$ cat src/rtl/wf_rr_arbiter_pkg.sv
// Shared constants, wavefront-id type and mod-40 arithmetic for the wavefront arbiter.
package wf_rr_arbiter_pkg;

    localparam int NUM_WF = 40;
    localparam int WFID_W = 6;

    typedef logic [WFID_W-1:0] wfid_t;

    // Both operands are below NUM_WF, so a single conditional subtract is enough.
    function automatic wfid_t wf_add(input wfid_t a, input wfid_t b);
        logic [WFID_W:0] sum;
        sum = {1'b0, a} + {1'b0, b};
        if (sum >= (WFID_W+1)'(NUM_WF)) begin
            sum = sum - (WFID_W+1)'(NUM_WF);
        end
        return sum[WFID_W-1:0];
    endfunction

endpackage

$ cat src/rtl/priority_encoder_40to6.sv
// Lowest-index-wins encoder over the 40 wavefront slots.
module priority_encoder_40to6
    import wf_rr_arbiter_pkg::*;
(
    input  logic [NUM_WF-1:0] req,
    input  logic              enable,
    output wfid_t             idx,
    output logic              valid
);

    always_comb begin
        idx = '0;
        for (int i = NUM_WF - 1; i >= 0; i--) begin
            if (req[i]) begin
                idx = wfid_t'(i);
            end
        end
        valid = enable & (|req);
    end

endmodule

$ cat src/rtl/wf_rr_arbiter.sv
// Round-robin wavefront selector feeding the issue stage through a registered valid/ready grant.
// Rotating priority is built only when WF_RR_ARBITER_ROUND_ROBIN_EN is defined; otherwise lowest index wins.
module wf_rr_arbiter
    import wf_rr_arbiter_pkg::*;
#(
    parameter int START_WF = 0
) (
    input  logic              clk,
    input  logic              rst,
    input  logic [NUM_WF-1:0] wf_ready,
    input  logic              arb_enable,
    input  logic              flush,
    output logic              grant_valid,
    output wfid_t             grant_wfid,
    input  logic              grant_ready
);

    if (START_WF < 0 || START_WF >= NUM_WF) begin : g_bad_start
        $error("wf_rr_arbiter: START_WF must be in 0..39");
    end

    logic              accept;
    logic [NUM_WF-1:0] accept_mask;
    logic [NUM_WF-1:0] req_m;
    logic [NUM_WF-1:0] rot;
    wfid_t             start;
    wfid_t             idx;
    logic              enc_valid;
    wfid_t             wfid_n;
    logic              capture;

    assign accept = grant_valid & grant_ready;

    // Upstream drops the granted bit one cycle late; hide it during the accept cycle.
    assign accept_mask = accept ? (NUM_WF'(1) << grant_wfid) : '0;
    assign req_m       = wf_ready & ~accept_mask;

`ifdef WF_RR_ARBITER_ROUND_ROBIN_EN
    localparam wfid_t LAST_PTR_RST = wfid_t'((START_WF + NUM_WF - 1) % NUM_WF);

    wfid_t last_ptr;

    assign start = wf_add(last_ptr, wfid_t'(1));

    always_ff @(posedge clk) begin
        if (rst) begin
            last_ptr <= LAST_PTR_RST;
        end else if (accept) begin
            last_ptr <= grant_wfid;
        end
    end
`else
    assign start = '0;
`endif

    genvar i;
    for (i = 0; i < NUM_WF; i++) begin : g_rot
        assign rot[i] = req_m[wf_add(wfid_t'(i), start)];
    end

    priority_encoder_40to6 u_enc (
        .req    (rot),
        .enable (arb_enable),
        .idx    (idx),
        .valid  (enc_valid)
    );

    assign wfid_n  = wf_add(idx, start);
    assign capture = (!grant_valid || accept) && !flush && enc_valid;

    always_ff @(posedge clk) begin
        if (rst) begin
            grant_valid <= 1'b0;
            grant_wfid  <= '0;
        end else if (capture) begin
            grant_valid <= 1'b1;
            grant_wfid  <= wfid_n;
        end else if (accept || flush) begin
            grant_valid <= 1'b0;
        end
    end

endmodule

$ cat config.mk
export PLATFORM = sky130hd
export DESIGN_NAME = wf_rr_arbiter
export DESIGN_NICKNAME = d
export VERILOG_FILES = /design/src/rtl/wf_rr_arbiter_pkg.sv /design/src/rtl/priority_encoder_40to6.sv /design/src/rtl/wf_rr_arbiter.sv
export SDC_FILE = /design/constraint.sdc
export NUM_CORES = 1
export LEC_CHECK = 0
export ABC_CLOCK_PERIOD_IN_PS = 3800
export CAP_MARGIN = 20
export CORE_ASPECT_RATIO = 0.6
export CORE_MARGIN = 2
export CORE_UTILIZATION = 49
export DETAILED_ROUTE_END_ITERATION = 16
export HOLD_SLACK_MARGIN = 0.12
export PLACE_DENSITY_LB_ADDON = 0.2
export SLEW_MARGIN = 15
export SYNTH_ARGS = -nofsm -noshare
export SYNTH_HDL_FRONTEND = slang
export SYNTH_SLANG_ARGS = --single-unit
export TNS_END_PERCENT = 100
$ cat constraint.sdc
create_clock -name clk -period 3.8 [get_ports clk]
set_input_delay 0.95 -clock clk [delete_from_list [all_inputs] [get_ports clk]]
set_output_delay 0.95 -clock clk [all_outputs]
set_load 0.02 [all_outputs]
Word-level counts from Yosys, hierarchy flattened
Index checks and enable logic that the tools add are counted.
- shift operators: 1
- equal/unequal tests: 0
- $mul: 0
- bitwise gates (word level): 4
- divide/modulo/power cells: 0
- $add $sub $neg: 1
- reduce and logical (&&, ||, !) cells: 8
- muxes and demuxes: 44
- order comparisons: 1
- operator list (operator ; number):
    $mux 6 ; 41
    $and 40x40->40 ; 1
    $mux 40 ; 1
    $not 40->40 ; 1
    $reduce_or 40->1 ; 1
    $shl 1x6->40 const A ; 1
    $ge 6x6->1 const B ; 1
    $sub 6x6->6 const B ; 1
    $and 1x1->1 ; 2
    $logic_and 1x1->1 ; 2
    $logic_not 1->1 ; 2
    $logic_or 1x1->1 ; 2
    $mux 1 ; 2
    $reduce_bool 2->1 ; 1
- input bits: 45
- ROM bits: 0
- latch bits: 0
- memories: 0
- memory bits (writable): 0
- bits in registers: 7
- word-level logic and storage cells: 61
- output and inout bits: 7

Longest topological paths before layout
- word-level depth: 46
- depth in mapped cells: 11
- mapped depth without buffers: 8

Modules after synthesis
A second synthesis with hierarchy kept.
- cells, all modules: 194
- area total of the unflattened synthesis: 1297.5 µm²
- modules (own cells, without submodules) (module ; area an instance (µm²) ; times used ; cells an instance):
    wf_rr_arbiter ; 815.8 ; 1 ; 105
    priority_encoder_40to6 ; 481.7 ; 1 ; 89

Least setup slack after synthesis
Ideal clock, no wire load.
- kind: input -> register
- start point: input port wf_ready[29]
- end point: register grant_wfid[2]
- path slack: 0.759 ns
- path buffers: 1
- required time: 3.683 ns
- stages: 9
- data arrival time: 2.923 ns
- library setup time: 0.117 ns
- cells stage by stage: or2_2 -> a211oi_1 -> o22ai_1 -> or3_1 -> or2_2 -> o31ai_2 -> buf_4 -> nor4_1 -> a32o_1
- cells in the longest elaborated chain, start to end: 33
- ends and longest elaborated chain (element ; line ; source):
    from (decl) ; wf_rr_arbiter.sv:10 ; input logic [NUM_WF-1:0] wf_ready,
    $and 40x40->40 * ; wf_rr_arbiter.sv:36 ; assign req_m = wf_ready & ~accept_mask;
    $mux 6 (30 in series) ; priority_encoder_40to6.sv:14 ; if (req[i]) begin
    $sub 6x6->6 / $ge 6x6->1 (equally long branches) ; wf_rr_arbiter_pkg.sv:14, wf_rr_arbiter_pkg.sv:13 ;
    $mux 6 ; wf_rr_arbiter_pkg.sv:13 ; if (sum >= (WFID_W+1)'(NUM_WF)) begin
    to (signal assigned) ; wf_rr_arbiter.sv:77 ; grant_wfid <= wfid_n;
    to (decl) ; wf_rr_arbiter.sv:14 ; output wfid_t grant_wfid,
Mark *: on every way between the ends. The rest lies on a longest branch, timed or not.
A chain may end at the register's enable or synchronous reset.

Worst setup path after layout
- start point: input port grant_ready
- end point: register grant_wfid[0]
- cells in the longest elaborated chain, start to end: 46
- ends and longest elaborated chain (element ; line ; source):
    from (decl) ; wf_rr_arbiter.sv:15 ; input logic grant_ready
    $and 1x1->1 * ; wf_rr_arbiter.sv:32 ; assign accept = grant_valid & grant_ready;
    $mux 40 ; wf_rr_arbiter.sv:35 ; assign accept_mask = accept ? (NUM_WF'(1) << grant_wfid) : '0;
    $not 40->40 ; wf_rr_arbiter.sv:36 ;
    $and 40x40->40 ; wf_rr_arbiter.sv:36 ;
    $mux 6 (40 in series) ; priority_encoder_40to6.sv:14 ;
    $sub 6x6->6 / $ge 6x6->1 (equally long branches) ; wf_rr_arbiter_pkg.sv:14, wf_rr_arbiter_pkg.sv:13 ;
    $mux 6 ; wf_rr_arbiter_pkg.sv:13 ;
Marks and branches as above.

==> qor.yml <==
clock_tree:
  cts-root-buf: "clkbuf_8"
  htreeDepth: 1
  clock_path_buffers: 2
  cts.sinks: 7
  clk_pin_slew_worst_paths_ns: 0.04
  numCtsBuffers: 3
  post-cts-setup-buffer-count: 0
  insertion_delay_ns: 0.23
  cts_resized: 0
  hold_buffers: 0
  cts_tree: "yes"
timing:
  skew_ns: 0.001692
  worst_slew_pin_slew_ns: 0.6974
  maxSlewViolCount: 0
  post-route-min-period_ns: 3.627
  grt_setup_unrepaired: "no"
  fin_setup_tns_ns: 0
  fin_crit_sh_pct: 95.46
  hold_viol_final: 0
  timing.hold.ws_ns: 0.5351
  clock.fmax_ghz: 0.2757
  setup_viol: 0
  slew_headroom_pct: 53.44
pwr:
  p_comb_share_pct: 49.3
  internal_power_uw: 242.2
  power-per-cell-area_mw_per_mm2: 150.2
  leakagePower_uw: 0.0007633
  switching_share_pct: 34.36
  seqPwrFrac_pct: 22.1
  clkPwrFrac_pct: 28.6
  ir_drop_v: 0.0001622
  switching_power_uw: 126.8
routing:
  vias: 2498
  wl_met2_um: 2782
  drc: 0
  wl_met1_um: 3120
  dr_wl_met3_um: 1130
  wl_um: 7144
  ant_nets: 0
  firstDrtPassIters: 5
  first_iter_violations: 315
  wire_per_inst_um: 19.84
  vias_per_cell: 6.939
  top_layer: "met4"
logic_synthesis:
  synth_nets: 301
  synthTopCellsByCount: "nor2_1 (22), nand2_1 (15), a21oi_1 (14), nand3_1 (14), nand2b_1 (11)"
  synth_area_leaders: "dfxtp_1 (8.0%), mux2i_1 (5.1%), nor2_1 (4.7%)"
  yosysWarnings: 0
  synth_edf_count: 0
  ys_seq_area_share_pct: 7.955
  ys_types: 58
  synthArstFlopShare_pct: 0
  yosysMostFrequentCell: "nor2_1"
  synth_area_sq_mm: 0.001762
  synthCells: 256
  ys_ff_latch: 7
  avgSynthCellArea_sq_um: 6.882
  netlist.area_leader.share_pct: 7.955
  yosysTopAreaCell: "dfxtp_1"
  synth_flop_cell: "dfxtp_1"
floorplanning:
  start_util_pct: 52.69
  rows: 16
  fp.dieArea_sq_mm: 0.004107
  dieHeight_um: 50.45
  ios: 52
  dieWidth_um: 81.41
  design.core.area_sq_mm: 0.003343
run:
  maxCapViolCount: 0
global_route:
  grt_max_degree: 19
  grt_pass1_wl_um: 11320
  grt_pass1_vias: 2267
  track_usage_pct: 36.06
  grt_overflow: 0
  antenna_found_initial: 0
critical_path:
  criticalPathCategory: "primary input to flip-flop"
  crit_fanout: 5
  start_kind: "primary input"
  cp_data_arrival_time_ns: 3.72
  end_kind: "flip-flop"
  worst_r2r_path_depth: 9
  worstPathRequired_ns: 3.89
cells_and_area:
  final_nets: 361
  syn_to_final_growth_pct: 39.42
  drive_gt1_share_pct: 12.38
  diodes: 0
  fillerInstances: 268
placed_design:
  port_buffers: 51
  gp_congestion: 1.018
  hpwl_um: 5378
status:
  outcome: "finished, final reports clean"
worst_hold_path:
  min_path_cells: 2
  hold_class: "flip-flop to flip-flop"
[final cells by class]
type	instances	area, sq um	area share (%)
Sequential cell	7	140.1	5.706
Inverter	7	26.28	1.070
Clock buffer	4	45.04	1.834
Multi-Input combinational cell	224	1500	61.08
Tap cell	45	56.30	2.292
Timing Repair Buffer	73	688.2	28.02
[final timing paths]
check / start / to / slack [ns]
worst max-delay path: grant_ready / grant_wfid[0]$_SDFFE_PP0P_ / 0.17
worst max register to register: grant_wfid[1]$_SDFFE_PP0P_ / grant_wfid[2]$_SDFFE_PP0P_ / 0.65
worst min register to register: grant_wfid[3]$_SDFFE_PP0P_ / grant_wfid[3]$_SDFFE_PP0P_ / 0.54
worst min-delay path: grant_wfid[3]$_SDFFE_PP0P_ / grant_wfid[3]$_SDFFE_PP0P_ / 0.54
[routing by layer]
layer	vias up	track usage, %
li1	1160	-
met1	1105	52.32
met2	214	47.54
met3	19	13.49
met4	0	12.43
met5	-	0
[cell families after synthesis]
family	count (synthesis)	synth area share (%)
AO/OA/AOI/OAI	103	44.96
buffers and inverters	25	6.890
flip-flops	7	7.954
multiplexers	11	6.392
AND/OR/NAND/NOR	110	33.81
[power by group through the flow]
| stage | combinational (uW) | sequential [uW] | clock (uW) |
|---|---|---|---|
| detailed placement | 175 | 82.2 | 0 |
| global route | 194 | 81.7 | 114 |
| global placement | 174 | 82.2 | 0 |
| finish | 182 | 81.4 | 105 |
| CTS | 177 | 81.0 | 106 |
| floorplan | 83.6 | 81.6 | 0 |
[sequential cells by signal (all words and copies together) (netlist names)]
signal	count
grant_valid	1
grant_wfid	6
[through the flow]
step	power (uW)	cells	worst slack, ns	util (%)	instance area [sq um]
final	369.0	360	0.1725	73.47	2456
after global routing	389.4	360	0.03245	73.47	2456
after CTS	364.3	360	0.3155	73.47	2456
after detailed placement	257.6	356	0.09898	72.12	2411
after global placement	256.6	356	0.1695	72.12	2411
after floorplan	165.2	256	0.7595	-	1762
[placed cells by master, fill, tap and decap left out, drive strengths merged, types with 3 or more instances in the layout]
cell type and n:
a21oi 14, a31oi 7, a32o 3, a41oi 8, buf 22, clkbuf 4, clkdlybuf4s50 51, dfxtp 7
inv 7, mux2i 9, nand2 15, nand2b 11, nand3 14, nand3b 3, nand4 3, nor2 22
nor2b 8, nor3 8, nor4 6, o211ai 4, o21a 4, o21ai 10, o22a 3, o22ai 7
o31a 6, o31ai 6, o32a 6, o41a 5, o41ai 3, or2 9, or3 4
[worst max-delay path, stage by stage]
cell	delay, ns
clkdlybuf4s50_1	0.54
nand3b_1	0.21
buf_4	0.22
or3_1	0.38
a21boi_0	0.32
o211a_1	0.21
o211ai_1	0.15
a31oi_1	0.25
a21oi_1	0.12
o41ai_1	0.35
(Power assumes the default switching activity.)
